## src/rtl/pipeline_sequencer.sv

```systemverilog
// rtl/pipeline_sequencer.sv - sequencing and hazard controller for the 4-stage 8-bit pipeline
//
// Purpose: brings the pipeline out of reset through a fill phase, tracks the
// ID/EX/WB valid bits, redirects the PC and flushes IF/ID on a jump, and
// produces EX-to-ID forwarding selects and the gated register-file write enable.
//
// Ports:
//   clk          rising-edge clock
//   reset        asynchronous active-high reset
//   instr_id     instruction currently in ID ([7:6] op, [5:3] rd, [2:0] rs/imm)
//   pc_write     PC update enable
//   pc_sel       1 = PC loads jump_target, 0 = PC+1
//   jump_target  instr_id[5:0] passed through
//   ifid_flush   IF/ID loads a bubble on the next edge
//   fwd_a        rd operand taken from the EX result
//   fwd_b        rs operand taken from the EX result
//   wb_regwrite  register-file write enable, qualified by WB valid
//   wb_rd        register-file write address
//   illegal      valid opcode 10 present in ID
//   state        IDLE=00, FILL=01, RUN=10, FLUSH=11
module pipeline_sequencer #(
  parameter int FILL_CYCLES = 3,
  parameter int REG_ADDR_W  = 3
) (
  input  logic                  clk,
  input  logic                  reset,
  input  logic [7:0]            instr_id,
  output logic                  pc_write,
  output logic                  pc_sel,
  output logic [5:0]            jump_target,
  output logic                  ifid_flush,
  output logic                  fwd_a,
  output logic                  fwd_b,
  output logic                  wb_regwrite,
  output logic [REG_ADDR_W-1:0] wb_rd,
  output logic                  illegal,
  output logic [1:0]            state
);

  typedef enum logic [1:0] {
    IDLE  = 2'b00,
    FILL  = 2'b01,
    RUN   = 2'b10,
    FLUSH = 2'b11
  } state_t;

  localparam logic [2:0] FILL_LOAD = 3'(FILL_CYCLES - 1);

  state_t                cur_state, next_state;
  logic [2:0]            fill_cnt, fill_cnt_next;
  logic                  id_valid;
  logic                  ex_valid, ex_regwrite;
  logic [REG_ADDR_W-1:0] ex_rd;
  logic                  wb_valid, wb_regwrite_bit;
  logic [REG_ADDR_W-1:0] wb_rd_q;

  logic [1:0]            opcode;
  logic [REG_ADDR_W-1:0] id_rd, id_rs;
  logic                  dec_valid, dec_regwrite;
  logic [REG_ADDR_W-1:0] dec_rd;
  logic                  ex_fwd_ok;

  assign opcode = instr_id[7:6];
  assign id_rd  = REG_ADDR_W'(instr_id[5:3]);
  assign id_rs  = REG_ADDR_W'(instr_id[2:0]);

  // id_valid is only ever 1 in RUN: it is cleared on the edge into FLUSH, so
  // the bubble sitting in ID during FLUSH can neither jump nor forward.
  always_comb begin
    next_state    = cur_state;
    fill_cnt_next = fill_cnt;
    pc_write      = 1'b0;
    pc_sel        = 1'b0;
    ifid_flush    = 1'b0;

    case (cur_state)
      IDLE: begin
        next_state    = FILL;
        fill_cnt_next = FILL_LOAD;
      end
      FILL: begin
        pc_write = 1'b1;
        if (fill_cnt == 3'd0) next_state = RUN;
        else                  fill_cnt_next = fill_cnt - 3'd1;
      end
      RUN: begin
        pc_write = 1'b1;
        if (id_valid && opcode == 2'b11) begin
          pc_sel     = 1'b1;
          ifid_flush = 1'b1;
          next_state = FLUSH;
        end
      end
      FLUSH: begin
        pc_write   = 1'b1;
        next_state = RUN;
      end
      default: next_state = IDLE;
    endcase
  end

  // ID decode of the entry that shifts into EX. A jump or illegal op enters
  // as valid with no write; rd is zeroed for non-writing entries.
  always_comb begin
    dec_valid    = id_valid;
    dec_regwrite = id_valid & ~opcode[1];
    dec_rd       = dec_regwrite ? id_rd : '0;
    illegal      = id_valid && (opcode == 2'b10);
    ex_fwd_ok    = ex_valid & ex_regwrite & id_valid;
    // addi's [2:0] is an immediate, so only add may forward on the rs side.
    fwd_a        = ex_fwd_ok && !opcode[1] && (ex_rd == id_rd);
    fwd_b        = ex_fwd_ok && (opcode == 2'b00) && (ex_rd == id_rs);
  end

  always_ff @(posedge clk or posedge reset) begin
    if (reset) begin
      cur_state       <= IDLE;
      fill_cnt        <= 3'd0;
      id_valid        <= 1'b0;
      ex_valid        <= 1'b0;
      ex_regwrite     <= 1'b0;
      ex_rd           <= '0;
      wb_valid        <= 1'b0;
      wb_regwrite_bit <= 1'b0;
      wb_rd_q         <= '0;
    end else begin
      cur_state <= next_state;
      fill_cnt  <= fill_cnt_next;
      id_valid  <= (next_state == RUN);
      if (cur_state != IDLE) begin
        wb_valid        <= ex_valid;
        wb_regwrite_bit <= ex_regwrite;
        wb_rd_q         <= ex_rd;
        ex_valid        <= dec_valid;
        ex_regwrite     <= dec_regwrite;
        ex_rd           <= dec_rd;
      end
    end
  end

  assign state       = cur_state;
  assign jump_target = instr_id[5:0];
  assign wb_regwrite = wb_valid & wb_regwrite_bit;
  assign wb_rd       = wb_rd_q;

endmodule

```

## config.mk

```make
export PLATFORM = sky130hd
export DESIGN_NAME = pipeline_sequencer
export DESIGN_NICKNAME = d
export VERILOG_FILES = /design/src/rtl/pipeline_sequencer.sv
export SDC_FILE = /design/constraint.sdc
export NUM_CORES = 1
export LEC_CHECK = 0
export BUFFER_PORTS_ARGS = -buffer_cell sky130_fd_sc_hd__clkbuf_2
export CORE_MARGIN = 2
export CORE_UTILIZATION = 47
export DETAILED_ROUTE_END_ITERATION = 8
export GPL_TIMING_DRIVEN = 0
export PLACE_DENSITY = 0.78
export SLEW_MARGIN = 20
export SYNTH_ARGS = -nofsm -noshare
export SYNTH_HDL_FRONTEND = slang
export SYNTH_SLANG_ARGS = --single-unit
export TNS_END_PERCENT = 1
```

## constraint.sdc

```tcl
create_clock -name clk -period 1.7 [get_ports clk]
set_clock_uncertainty 0.15 [all_clocks]
set_input_delay 0.17 -clock clk [delete_from_list [all_inputs] [get_ports clk]]
set_output_delay 0.17 -clock clk [all_outputs]
set_load 0.1 [all_outputs]
```

* Word level (Yosys, flattened, before mapping)
Index checks and enable logic that the tools add are counted.
Word-level totals: bits in registers 16, latch bits 0, bits in writable memories 0, ROM bits 0, bits of input ports 10, output and inout port bits 18, word-level logic and storage cells 47, memories 0
Cells by class: $add $sub $neg 1, multiply operators 0, divide/modulo/power cells 0, order comparisons 0, equality and inequality tests 9, shift operators 0, multiplexer cells 9, bitwise logic cells 5, reductions and logical operators 14
Operators with widths (count):
- == test 2 bit, second input constant | 5
- one-hot mux 2 bit (4 select lines) | 1
- == test 3 bit | 2
- logical AND 1 bit | 6
- two-way mux 3 bit | 2
- one-hot mux 3 bit (2 select lines) | 1
- bitwise AND 1 bit | 4
- zero test 2 bit | 2
- two-way mux 2 bit | 2
- nonzero test 2 bit | 2
- zero test 3 bit | 1
- two-way mux 1 bit | 3
- OR reduction 3 bit | 1
- subtractor 3 x 1 -> 3 bit, second input constant | 1
- == test 2 x 1 -> 1 bit, second input constant | 1
- inequality test 2 bit, second input constant | 1
- AND reduction 2 bit | 1
- zero test 1 bit | 1
- NOT 1 bit | 1

* Longest topological paths before layout
Gate-level depths: netlist (run 1).
depth after elaboration 5, depth in mapped cells 7, gate-level depth less buffers 7

* Worst setup path before layout (run 1)
OpenSTA, ideal clock, no wires.
path type register -> output, start point reg cur_state[1] (netlist: state[1]), end point out pc_sel, arrival 3.817 ns, required time 1.380 ns, setup slack -2.437 ns, stages on the path, launching flop included 4, path buffers 1, cell sequence dfrtp_1 nand2_1 nor3_1 buf_4
Between the ends: longest elaborated chain between the ends 2
RTL lines:
- from (decl) | RTL line 49 | state_t cur_state, next_state;
- from (signal assigned) | RTL line 127 | cur_state <= next_state;
- == test 2 bit
- two-way mux 1 bit
- to (decl) | RTL line 29 | output logic pc_sel,
No other way between the ends.

* Worst setup path after layout (run 1)
start point reg id_valid (netlist: dec_valid), end point out fwd_b
Between the ends: longest elaborated chain between the ends 3
RTL lines:
- from (decl) | RTL line 51 | logic id_valid;
- from (signal assigned) | RTL line 129 | id_valid <= (next_state == RUN);
- bitwise AND 1 bit | RTL line 109 | ex_fwd_ok = ex_valid & ex_regwrite & id_valid;
- logical AND 1 bit (2 in a row) | RTL line 112 | fwd_b = ex_fwd_ok && (opcode == 2'b00) && (ex_rd == id_rs);
- to (decl) | RTL line 33 | output logic fwd_b,
No other way between the ends.

==> out/metrics.cfg, run 1 <==
[sta]
hold_slack_ns = 0.08485
fin_tns_setup_ns = -0.3146
tightest_slew_ns = 0.5958
total_count_of_hold_check_failures_in_the_final_report = 0
rsz0062_at_grt = true
timing.final.ws_setup_ns = -0.1212
setup_violations = 4
final_min_period_over_clock_period = 1.071
timing.max_slew.rel_slack = 0.6023
maxSlewViolCount = 0
post-route-min-period_ns = 1.821
fmaxAchievable_ghz = 0.5491

[routing]
route.detailed.vias_per_inst = 5.025
detail_route.wl_per_cell_um = 13.99
final_antenna_net_count = 0
detailedRoute.firstPassIterationCount = 4
route.vias.total = 598
first_iter_violations = 4
drc_violations = 0
drt-total-wl_mm = 1.665

[worst_setup_path]
worst_setup_path_start_kind = flop
worstPathRequired_ns = 1.38
setup.worst_path.end_class = primary output
critical_path_peak_fanout = 4
worstSetupPathType = flop to primary output
critical-path-slowest-cell = dfrtp_1
cpPeakStageDelay_ns = 0.38
worst-endpoint-arrival_ns = 1.50
cp_cell_sequence = nand4b_1, nor4_4, buf_8
worst-r2r-setup-slack_ns = 0.11

[yosys]
synth_seq_area_share = 0.5136
syn_area_um2 = 779.5
synth-xor-area-share = 0.06742
yosys.area_share.simple = 0.1140
synthMostInstantiatedCell = dfrtp_1
synth.top_cells.by_count = dfrtp_1 (16), buf_4 (8), inv_1 (7), mux2_2 (6)
synthMuxAreaShare = 0.08668
mappedNetlistNets = 80
synth_async_sr_flop_share = 1.000
postSynthRegisterBits = 16
synth.top_cell.area_share = 0.5136
synth_area_leader_cell = dfrtp_1
synthesis.instances = 68
synth_enable_flop_cells = 0
synth-warning-count = 0
synth-compound-area-share = 0.07544
leading_cell_types_by_total_area_after_synthesis = dfrtp_1 (51%), mux2_2 (8.7%), buf_4 (7.7%)
synth-adder-area-share = 0.03210
main_combinational_cell_family_by_area_after_synthesis = simple AND/OR/NAND/NOR gates
dominant_synthesized_flop_cell = dfrtp_1
synth.lib_cells_used.distinct = 23
post_synth.cell_area_avg_um2 = 11.46

[final_layout]
areaGrowthSynthToFinish_pct = 48.15
post_route_cells_drive_above_1_share = 0.5534
antenna-diode-count = 0
fin_nets = 116
finish.cell_count_without_fillers = 119
postLayoutCellArea_mm2 = 0.001155
postLayoutCoreUtil = 0.7578

[die]
die_y_um = 44.73
core_area_mm2 = 0.001524
rows = 14
io_pins = 28
die_width_um = 44.73
floorplan.initialDensity = 0.5115
dieArea_mm2 = 0.002000

[clock_network]
cts_root_buffer = clkbuf_4
clk_pin_slew_ns = 0.10
cts_inserted_buffers = 3
ctsLongestPathBuffers = 2
clock_tree.htree_level_count = 1
tritoncts = done
numClockSinks = 16
clkLatencyLatePin_ns = 0.29
post_cts_buffers = 0

[power_and_ir_drop]
vdd_ir_drop_max_v = 0.0005674
power_consumption_mw = 0.9478
power-per-cell-area_mw_per_mm2 = 820.7
power_leakage_nw = 0.5447

[grt]
grt_max_degree = 17
vias_in_the_first_global_route = 625
groute.usage.overall = 0.1931
grt_antenna_before_repair = 0
globalRouteOverflowTotal = 0
first_pass_grt_wire_length_mm = 2.766

[placed_design]
detailed_place.area_mm2 = 0.001003
placement.setup.worst_slack_ns = -0.04158
numPortBuffers = 27
dp.final_hpwl_mm = 1.269
gpl.final_weighted_congestion = 0.6933
dp_cells = 111

[job]
max_cap_violations = 0

[outcome]
run_status = complete, but fails checks
failing_checks = negative setup slack

[min_path]
worst_hold_path_type = input pin to flop

placed cells by master, fill, tap and decap left out:
cell type,instances
nand2_1,3
nor3_4,1
mux2_2,6
dfrtp_4,2
and2_1,1
a22o_1,3
buf_6,1
nor3b_2,1
clkbuf_8,1
nor2_1,2
nor2_4,1
clkbuf_4,4
or3b_4,1
buf_4,6
o21ai_1,1
dfrtp_1,14
dlygate4sd3_1,4
xnor2_1,2
a21oi_2,1
nand2_4,1
o22ai_1,1
or2_2,1
xor2_1,4
buf_8,4
nor4_4,2
inv_1,7
ha_1,1
buf_12,2
a21o_1,1
nand4b_1,1
ha_2,1
clkbuf_2,21
a2bb2oi_1,1
state kept, by name, indices dropped and copies added (netlist names):
signal / cells
dec_valid: 1
ex_rd: 3
ex_regwrite: 1
ex_valid: 1
fill_cnt: 3
state: 2
wb_rd: 3
wb_regwrite_bit: 1
wb_valid: 1
metal layers:
layer	track usage	part of all wire	up-vias
li1	-	-	293
met1	0.2332	0.38	288
met2	0.3362	0.56	15
met3	0.02800	0.049	2
met4	0.09091	0.0090	0
met5	0	0	-
kinds of logic after synthesis:
kind of cell / Yosys count
xor gates and xnor gates: 6
DFF: 16
muxes: 6
buffers and inverters: 15
adders and majority gates: 2
AOI/OAI and AO/OA: 8
and+or+nand+nor: 15
power by group:
part	switching, mW	leakage, nW	internal [mW]
clock	0.122	0.0210	0.130
sequential	0.0157	0.195	0.398
combinational	0.205	0.329	0.0763
total	0.343	0.545	0.605
cell type report:
cell class                      count  area (um2)
Timing Repair Buffer               31       232.7
Multi-Input combinational cell     37       355.3
Buffer                              8       76.32
Sequential cell                    16       407.9
Tap cell                           16       20.02
Inverter                            7       26.28
Fill cell                         114       369.1
Clock buffer                        4       36.28
repair_timing:
item                                    in CTS  in global routing
hold endpoints to repair                    19                  0
hold buffers                                 4                  0
resized for setup                           13                  9
pin swaps                                    2                  1
endpoints found under the setup margin       5                  9
path summary, 6_finish.rpt:
path	from	endpoint	cells past startpoint
worst max-delay path	dec_valid$_DFF_PP0_	fwd_b	3
worst min-delay path	instr_id[7]	ex_regwrite$_DFFE_PP0N_	3
worst max register to register	fill_cnt[0]$_DFFE_PP0P_	fill_cnt[1]$_DFFE_PP0P_	5
worst min register to register	fill_cnt[0]$_DFFE_PP0P_	fill_cnt[0]$_DFFE_PP0P_	1
max in group asynchronous	reset	state[0]$_DFF_PP0_	3
min in group asynchronous	reset	ex_rd[1]$_DFFE_PP0N_	3
critical path, delay by kind of cell (launching register included):
family / cells / cell delay [ns]
flip-flops: 1 / 0.38
AND/OR/NAND/NOR: 2 / 0.59
buffers and inverters: 1 / 0.24
(Power assumes the default switching activity.)
==> run 2: changes to the inputs <==
--- a/config.mk
+++ b/config.mk
@@ -5,7 +5,7 @@
 export SDC_FILE = /design/constraint.sdc
 export NUM_CORES = 1
 export LEC_CHECK = 0
-export BUFFER_PORTS_ARGS = -buffer_cell sky130_fd_sc_hd__clkbuf_2
+export BUFFER_PORTS_ARGS = -buffer_cell sky130_fd_sc_hd__buf_2
 export CORE_MARGIN = 2
 export CORE_UTILIZATION = 47
 export DETAILED_ROUTE_END_ITERATION = 8
==> run 2 against run 1 <==
The run still ends with negative setup slack left. Sequential power about the same. Die area did not move. Routed wire length grew 14%. Register-to-register slack got worse by 0.04 ns. Setup slack worse by 0.054 ns. Critical endpoint unchanged. Largest cell class unchanged.
==> out/metrics.cfg, run 2 (synthesis results as in run 1) <==
[worst_setup_path]
timing.critical_path.from = dec_valid$_DFF_PP0_
worstSetupPathType = flop to primary output
setup.worst_path.end_class = primary output
cp_cell_sequence = nand4b_1, nor4_4, buf_6
critical_path_peak_fanout = 4
worst_setup_path_start_kind = flop
critical-path-slowest-cell = dfrtp_1
reg2reg_from = fill_cnt[0]$_DFFE_PP0P_
worstPathRequired_ns = 1.38
worst-endpoint-arrival_ns = 1.56
cpPeakStageDelay_ns = 0.40

[die]
rows = 14
die_width_um = 44.73
core_area_mm2 = 0.001524
floorplan.initialDensity = 0.5115
io_pins = 28
die_y_um = 44.73
dieArea_mm2 = 0.002000

[sta]
fmaxAchievable_ghz = 0.5331
total_count_of_hold_check_failures_in_the_final_report = 0
post-route-min-period_ns = 1.876
rsz0062_at_grt = true
tightest_slew_ns = 0.6126
fin_tns_setup_ns = -0.4470
final_min_period_over_clock_period = 1.103
maxSlewViolCount = 0
timing.final.ws_setup_ns = -0.1757
setup_violations = 5
timing.max_slew.rel_slack = 0.5911

[final_layout]
antenna-diode-count = 0
commonest_non_fill_non_tap_cell_in_the_layout = buf_2
fin_nets = 119
final_cell_mix = buf_2 (21), dfrtp_1 (13), buf_4 (8)
areaGrowthSynthToFinish_pct = 49.60
postLayoutCellArea_mm2 = 0.001166
postLayoutCoreUtil = 0.7652
post_route_cells_drive_above_1_share = 0.5566

[placed_design]
dp.final_hpwl_mm = 1.192
detailed_place.area_mm2 = 0.001003
gpl.final_weighted_congestion = 0.6930
numPortBuffers = 27

[job]
max_cap_violations = 0

[clock_network]
tritoncts = done
clkLatencyLatePin_ns = 0.30
numClockSinks = 16
clock_tree.htree_level_count = 1
ctsLongestPathBuffers = 2
clk_pin_slew_ns = 0.10
cts_inserted_buffers = 3
cts_root_buffer = clkbuf_4

[min_path]
worst_hold_path_type = input pin to flop
hold_path_startpoint = instr_id[7]

[grt]
grt_max_degree = 17
first_pass_grt_wire_length_mm = 2.870
groute.usage.overall = 0.2042
globalRouteOverflowTotal = 0
vias_in_the_first_global_route = 632
grt_antenna_before_repair = 0

[outcome]
failing_checks = negative setup slack
run_status = complete, but fails checks

[power_and_ir_drop]
vdd_ir_drop_max_v = 0.0005835
power_consumption_mw = 0.9680
power-per-cell-area_mw_per_mm2 = 830.1
power_leakage_nw = 0.5529

[routing]
route.detailed.vias_per_inst = 5.131
detail_route.wl_per_cell_um = 15.52
detailedRoute.firstPassIterationCount = 4
first_iter_violations = 6
final_antenna_net_count = 0
drc_violations = 0
route.vias.total = 626
drt-total-wl_mm = 1.894

[run 2: cell count changes in the layout (fill, tap and decap cells not counted), moves of 2 or more]
cell and change:
buf_6 +5, buf_8 -4, buf_4 +2, buf_2 +21, clkbuf_2 -21
[run 2: power breakdown]
part	switching, mW	total [mW]	internal (mW)
registers	0.0153	0.414	0.399
logic	0.211	0.293	0.0817
clock network	0.131	0.261	0.131
total	0.357	0.968	0.611
[run 2: per-stage QoR]
step / std cells / setup WS (ns) / hold slack (ns)
2_1_floorplan: 68 / -0.4730 / -0.06622
3_3_place_gp: 111 / 0.03147 / 0.1090
3_5_place_dp: 111 / -0.01962 / 0.1193
5_1_grt: 122 / -0.2379 / 0.1062
4_1_cts: 121 / -0.1714 / 0.07239
6_report: 122 / -0.1757 / 0.09545
[run 2: critical path, delay by kind of cell, from the launching register on]
kind,cells,cell delay (ns)
buffers and inverters,1,0.26
DFF,1,0.40
and+or+nand+nor,2,0.59
[run 2: path summary, 6_finish.rpt]
path / depth (start not counted) / slack (ns) / end
setup / recovery: 3 / -0.18 / fwd_b
hold / removal: 3 / 0.1 / ex_regwrite$_DFFE_PP0N_
setup reg to reg: 5 / 0.07 / fill_cnt[1]$_DFFE_PP0P_
min in group asynchronous: 3 / 0.33 / ex_rd[1]$_DFFE_PP0N_
hold reg to reg: 1 / 0.34 / fill_cnt[0]$_DFFE_PP0P_
max in group asynchronous: 3 / 0.62 / state[0]$_DFF_PP0_
[run 2: final cells by class]
type                    count  area (um2)
well taps                  16       20.02
fillers                   116       357.8
clock buffers               4       36.28
plain buffers               8       76.32
repair buffers             34       244.0
flip-flops and latches     16       409.1
multi-input cells          37       354.1
inverters                   7       26.28
[run 2: timing repair]
item,4_1_cts,5_1_grt
endpoints found under the hold margin,19,0
setup buffers,2,1
setup endpoints to repair,5,9
resized for setup,12,4
pin swaps,4,3
hold buffers,4,0
[run 2: routing by layer]
layer | vias to the layer above | global-route usage | wire length (um)
li1 | 299 | - | -
met3 | 7 | 0.02800 | 89
met5 | - | 0 | 0
met1 | 296 | 0.2545 | 745
met4 | 0 | 0.1333 | 70
met2 | 24 | 0.3304 | 989
